**src/rtl/unidade_controle.sv**
```systemverilog
// Control unit for a small 16-bit, 8-register processor.
// A four-step FSM decodes a 9-bit instruction into register enables and bus selects.
module unidade_controle (
    input  logic       clock,
    input  logic       resetn,
    input  logic       run,
    input  logic [8:0] instr,
    output logic [7:0] rIn,
    output logic       aIn,
    output logic       gIn,
    output logic [3:0] selBus,
    output logic       addSub,
    output logic       busy,
    output logic       done
);

    typedef enum logic [1:0] {
        T0 = 2'd0,
        T1 = 2'd1,
        T2 = 2'd2,
        T3 = 2'd3
    } state_t;

    typedef enum logic [2:0] {
        OP_MV  = 3'b000,
        OP_MVI = 3'b001,
        OP_ADD = 3'b010,
        OP_SUB = 3'b011
    } opcode_t;

    localparam logic [3:0] SEL_G   = 4'd8;
    localparam logic [3:0] SEL_DIN = 4'd9;

    state_t     state;
    logic [8:0] ir;
    logic [2:0] op;
    logic [2:0] rx;
    logic [2:0] ry;
    logic       is_alu;

    assign op     = ir[8:6];
    assign rx     = ir[5:3];
    assign ry     = ir[2:0];
    assign is_alu = (op == OP_ADD) || (op == OP_SUB);

    // NOTE: sequential state uses non-blocking assignments so every register
    // samples pre-edge values, independent of statement order.
    always_ff @(posedge clock) begin
        if (!resetn) begin
            state <= T0;
            ir    <= 9'h000;
        end else begin
            case (state)
                T0: begin
                    if (run) begin
                        ir    <= instr;
                        state <= T1;
                    end
                end
                T1:      state <= is_alu ? T2 : T0;
                T2:      state <= T3;
                default: state <= T0;
            endcase
        end
    end

    // Outputs depend only on the registered state and IR, never on run/instr.
    // NOTE: every output gets a default first, so no path can infer a latch.
    always_comb begin
        rIn    = 8'h00;
        aIn    = 1'b0;
        gIn    = 1'b0;
        selBus = 4'd0;
        addSub = 1'b0;
        busy   = (state != T0);
        done   = 1'b0;
        case (state)
            T1: begin
                case (op)
                    OP_MV: begin
                        selBus = {1'b0, ry};
                        rIn    = 8'h01 << rx;
                        done   = 1'b1;
                    end
                    OP_MVI: begin
                        selBus = SEL_DIN;
                        rIn    = 8'h01 << rx;
                        done   = 1'b1;
                    end
                    OP_ADD, OP_SUB: begin
                        selBus = {1'b0, rx};
                        aIn    = 1'b1;
                    end
                    default: done = 1'b1;
                endcase
            end
            T2: begin
                selBus = {1'b0, ry};
                gIn    = 1'b1;
                addSub = ir[6];
            end
            T3: begin
                selBus = SEL_G;
                rIn    = 8'h01 << rx;
                done   = 1'b1;
            end
            default: ;
        endcase
    end

endmodule

```
**config.mk**
```make
export PLATFORM = sky130hd
export DESIGN_NAME = unidade_controle
export DESIGN_NICKNAME = d
export VERILOG_FILES = /design/src/rtl/unidade_controle.sv
export SDC_FILE = /design/constraint.sdc
export NUM_CORES = 1
export LEC_CHECK = 0
export ABC_AREA = 1
export CAP_MARGIN = 20
export CORE_ASPECT_RATIO = 0.8
export CORE_MARGIN = 1
export CORE_UTILIZATION = 25
export DETAILED_ROUTE_END_ITERATION = 8
export PLACE_DENSITY = 0.6
export SLEW_MARGIN = 20
export SYNTH_ARGS = -nofsm -noshare
export SYNTH_HDL_FRONTEND = slang
export SYNTH_SLANG_ARGS = --single-unit
```
**constraint.sdc**
```tcl
create_clock -name clock -period 2.8 [get_ports clock]
set_input_delay 0.56 -clock clock [delete_from_list [all_inputs] [get_ports clock]]
set_output_delay 0.56 -clock clock [all_outputs]
set_load 0.05 [all_outputs]
```
**Yosys cells after proc, flatten, opt, wreduce, memory -nomap -nowiden**

Index checks and enable logic that the tools add are counted.

- Output and inout bits: 17
- Word-level logic and storage cells: 30
- Bits of input ports: 12
- Register bits after elaboration: 11

- Multiplexer cells: 13
- Equal/unequal tests: 7
- Shifts and indexed selects: 1
- Reduce and logical (&&, ||, !) cells: 7

Operator list:

| kind | count |
|---|---|
| $pmux W4 S3 | 2 |
| $pmux W8 S2 | 1 |
| $mux W8 | 1 |
| $shl A1 B3 Y8 const A | 1 |
| $eq A3 B2 Y1 const B | 2 |
| $pmux W2 S3 | 1 |
| $mux W1 | 5 |
| $eq A2 B2 Y1 const B | 2 |
| $mux W2 | 2 |
| $reduce_or A2 Y1 | 2 |
| $eq A3 B1 Y1 const B | 1 |
| $logic_not A3 Y1 | 1 |
| $eq A2 B1 Y1 const B | 1 |
| $logic_not A2 Y1 | 1 |
| $ne A2 B2 Y1 const B | 1 |
| $pmux W1 S2 | 1 |
| $reduce_and A2 Y1 | 1 |
| $reduce_bool A2 Y1 | 1 |
| $logic_or A1 B1 Y1 | 1 |

**Longest topological paths before layout**

- Depth in word-level cells: 4
- Mapped depth: 6
- Mapped depth without buffers: 6

**Least setup slack after synthesis**

OpenSTA, ideal clock, no wires.

- Path type: flip-flop to output port
- From: register state[1]
- To: output addSub
- Stages on the path, launching flop included: 5
- Path slack: 0.675 ns
- Arrival: 1.565 ns
- Path buffers: 0
- Required time: 2.240 ns
- Cell sequence: dfxtp_1 inv_2 nor2_4 inv_2 nor2_1

- Cells in the longest elaborated chain, start to end: 2

RTL lines:

| element | RTL line | text |
|---|---|---|
| from (decl) | 34 | `state_t state;` |
| from (signal assigned) | 60 | `T1: state <= is_alu ? T2 : T0;` |
| $eq A2 B2 Y1 | 77 | `case (state)` |
| $mux W1 | 77 |  |
| to (decl) | 12 | `output logic addSub,` |

Every way passes these cells.

**Worst setup path in the final report**

- From: register state[0]
- To: output rIn[2]

- Cells in the longest elaborated chain, start to end: 2
- Elaborated cells between the ends (all ways): 3
- Those cells by class: 2 x eq/ne; 1 x mux

RTL lines:

| element | RTL line | text |
|---|---|---|
| $eq A2 B2 Y1 or $eq A2 B1 Y1 (tied branches) | 77 |  |
| $pmux W8 S2 (*) | 77 |  |
| to (decl) | 8 | `output logic [7:0] rIn,` |

Every way passes the cells marked *; elsewhere a longest branch is shown, timed or not.

==> reports/summary.txt <==
Achievable frequency: 391.7 MHz
Via Count: 732
RSZ-0062 raised after global routing: no
Final Hold Fails: 0
Site row count: 16
Register area share after synthesis: 31.71%
Fin crit period: 2.553 ns
Later-pin clock latency in the skew report: 0.27 ns
Core Area: 2542 sq um
Cells after DPL: 169
Peak supply drop: 0.1673 mV
Total grt overflow: 0
Fin crit share: 91.18%
Critical path required time: 2.24 ns
Top Family by Delay on Critical Path: buffers and inverters
WP buf/inv: 2
PD cells: 407.4 nW/um^2
CTS tree: built
Commonest non-fill, non-tap cell in the layout: nand2_1
Final core occ: 40.70%
Slew @ Worst Pin: 0.5112 ns
Hold Path End: ir[0]
Status: finished clean
Final Net Count: 150
Setup TNS: 0 ns
Hold_sp: ir[0]
Tightest Hold Check Type: reg -> reg
First-pass GRT wire length: 2780 um
R2R Path End: ir[3]
Synth Net Count: 119
Initial DRT Pass Iterations: 4
FF/Latch Area: 220.2 sq um
Total track usage: 12.57%
Routed len/inst: 9.549 um
Slew Limit Fails: 0
Bufs on Longest Clock Path: 2
DR top layer: met4
Flop2flop setup slack: 1.67 ns
Final setup fails: 0
CP Capture Type: output port
Hold-fix buffers, CTS: 0
Initial Util: 27.31%
Global placer's final weighted congestion: 0.8278
Number of global-route vias before repair: 660
Worst Path Arrival: 1.99 ns
FF-to-FF Start: state[0]
Die area: 2994 sq um
FILL cells: 286
Clock transition at path regs: 0.07 ns
Total CTS buffers: 3
I/O Pins: 29
CTS Root Cell: clkbuf_4
Most frequent cells in the layout: nand2_1, nor2_1, clkdlybuf4s50_1, dfxtp_1, nand3b_1
Area delta synth->final: 49.01%
Rel. slew slack: 65.81%
Post-route ant nets: 0
N_diodes: 0
Critical path class: reg -> out
Syn. warnings: 0
Avg Cell Area, Syn: 6.490 sq um
Largest net degree at the start of global routing: 11
WL met1: 811 um
Multi-input logic area: 421.7 sq um
Clock Sinks: 11
Worst path cell trace: inv_4 -> nor2_1 -> nand2_1 -> nor2_1 -> clkdlybuf4s50_1
Port buffer count: 28
Post-synthesis cell count: 107
Clock skew: 0.004679 ns
CP peak stage delay: 0.81 ns
DRC violations left: 0
Unique masters post-synth: 20
Die W: 60.93 um
Reg2Reg Depth: 4
Cts repair resizes: 0
Metal2 WL: 725 um
Detail Route met3 WL: 111 um
Yosys reg bits: 11
Critical path fanouts, max: 5
Setup bufs post-CTS: 0
Leak: 0.4392 nW
Die H: 49.14 um
Routed Wire Length: 1652 um
DPL Wire Length: 1312 um
Max Cap Violations: 0
Vias per cell: 4.231
Critical path's most frequent cell: nor2_1
Max stage delay cell, worst path: clkdlybuf4s50_1
Layout cells sized above 1: 11.68%
Initial antenna violation count: 0
Post-Synthesis Cell Area: 694.4 sq um
CTS HTree Levels: 1
Final cell count without fillers: 173
Crit start category: register
Drt first-iter violations: 35
Hold path cells: 2
## cells by family after synthesis
kind of cell	Yosys count	synth area share, %
buffers and inverters	12	7.569
AOI/OAI and AO/OA	6	5.766
and+or+nand+nor	78	54.95
DFF	11	31.71
## worst reg2reg max path, stage by stage (launching register included)
cell and delay (ns):
dfxtp_1 0.40, nor2_2 0.38, nand3b_1 0.13, nand2_1 0.08
nor2_1 0.04
## through the flow
step / instance area [sq um] / worst slack (ns) / power [W] / hold WS (ns)
3_5_place_dp: 1007 / 0.5379 / 0.0003172 / 0.4987
6_report: 1035 / 0.2470 / 0.0004216 / 0.5046
5_1_grt: 1035 / 0.04482 / 0.0004496 / 0.5566
3_3_place_gp: 1007 / 0.5472 / 0.0003161 / 0.4963
2_1_floorplan: 694.4 / 0.6749 / 0.0002751 / 0.4727
4_1_cts: 1035 / 0.2294 / 0.0004259 / 0.5088
## synthesized netlist by cell type, drive strengths merged
library cell	number	area, sq um
nand3	3	15.01
nor2	34	168.9
a211oi	1	7.510
nand3b	9	67.56
dfxtp	11	220.2
o21ai	2	13.76
nand2	32	130.1
buf	2	12.51
a21oi	3	18.77
inv	10	40.05
## flip-flops by register name, indices dropped and copies added (netlist names)
signal	flops
ir	9
state	2
## final cells by class
class | count | area share, %
clock buffers | 3 | 2.177
repair buffers | 28 | 27.09
inverters | 10 | 3.869
clock inverters | 1 | 0.4837
well taps | 36 | 4.353
flip-flops and latches | 11 | 21.28
multi-input cells | 84 | 40.75
## report_power, final
part / switching [W] / internal [W]
Sequential: 0.0000151 / 0.000169
Combinational: 0.0000777 / 0.0000510
Clock: 0.0000554 / 0.0000529
## worst max path at each step
stage,start,end,slack (ns),depth (start not counted)
floorplan,state[1],addSub,0.67,4
finish,state[0],rIn[2],0.25,5
global route,state[0],rIn[3],0.04,5
CTS,state[1],rIn[4],0.23,5
global placement,state[0],rIn[3],0.55,5
detailed placement,state[1],rIn[4],0.54,5
## layer usage
| layer | global-route usage, % | up-vias |
|---|---|---|
| li1 | - | 393 |
| met1 | 16.37 | 316 |
| met2 | 19.05 | 21 |
| met3 | 5.836 | 2 |
| met4 | 2.273 | 0 |
| met5 | 0 | - |
Power figures use the tool's default switching activity.
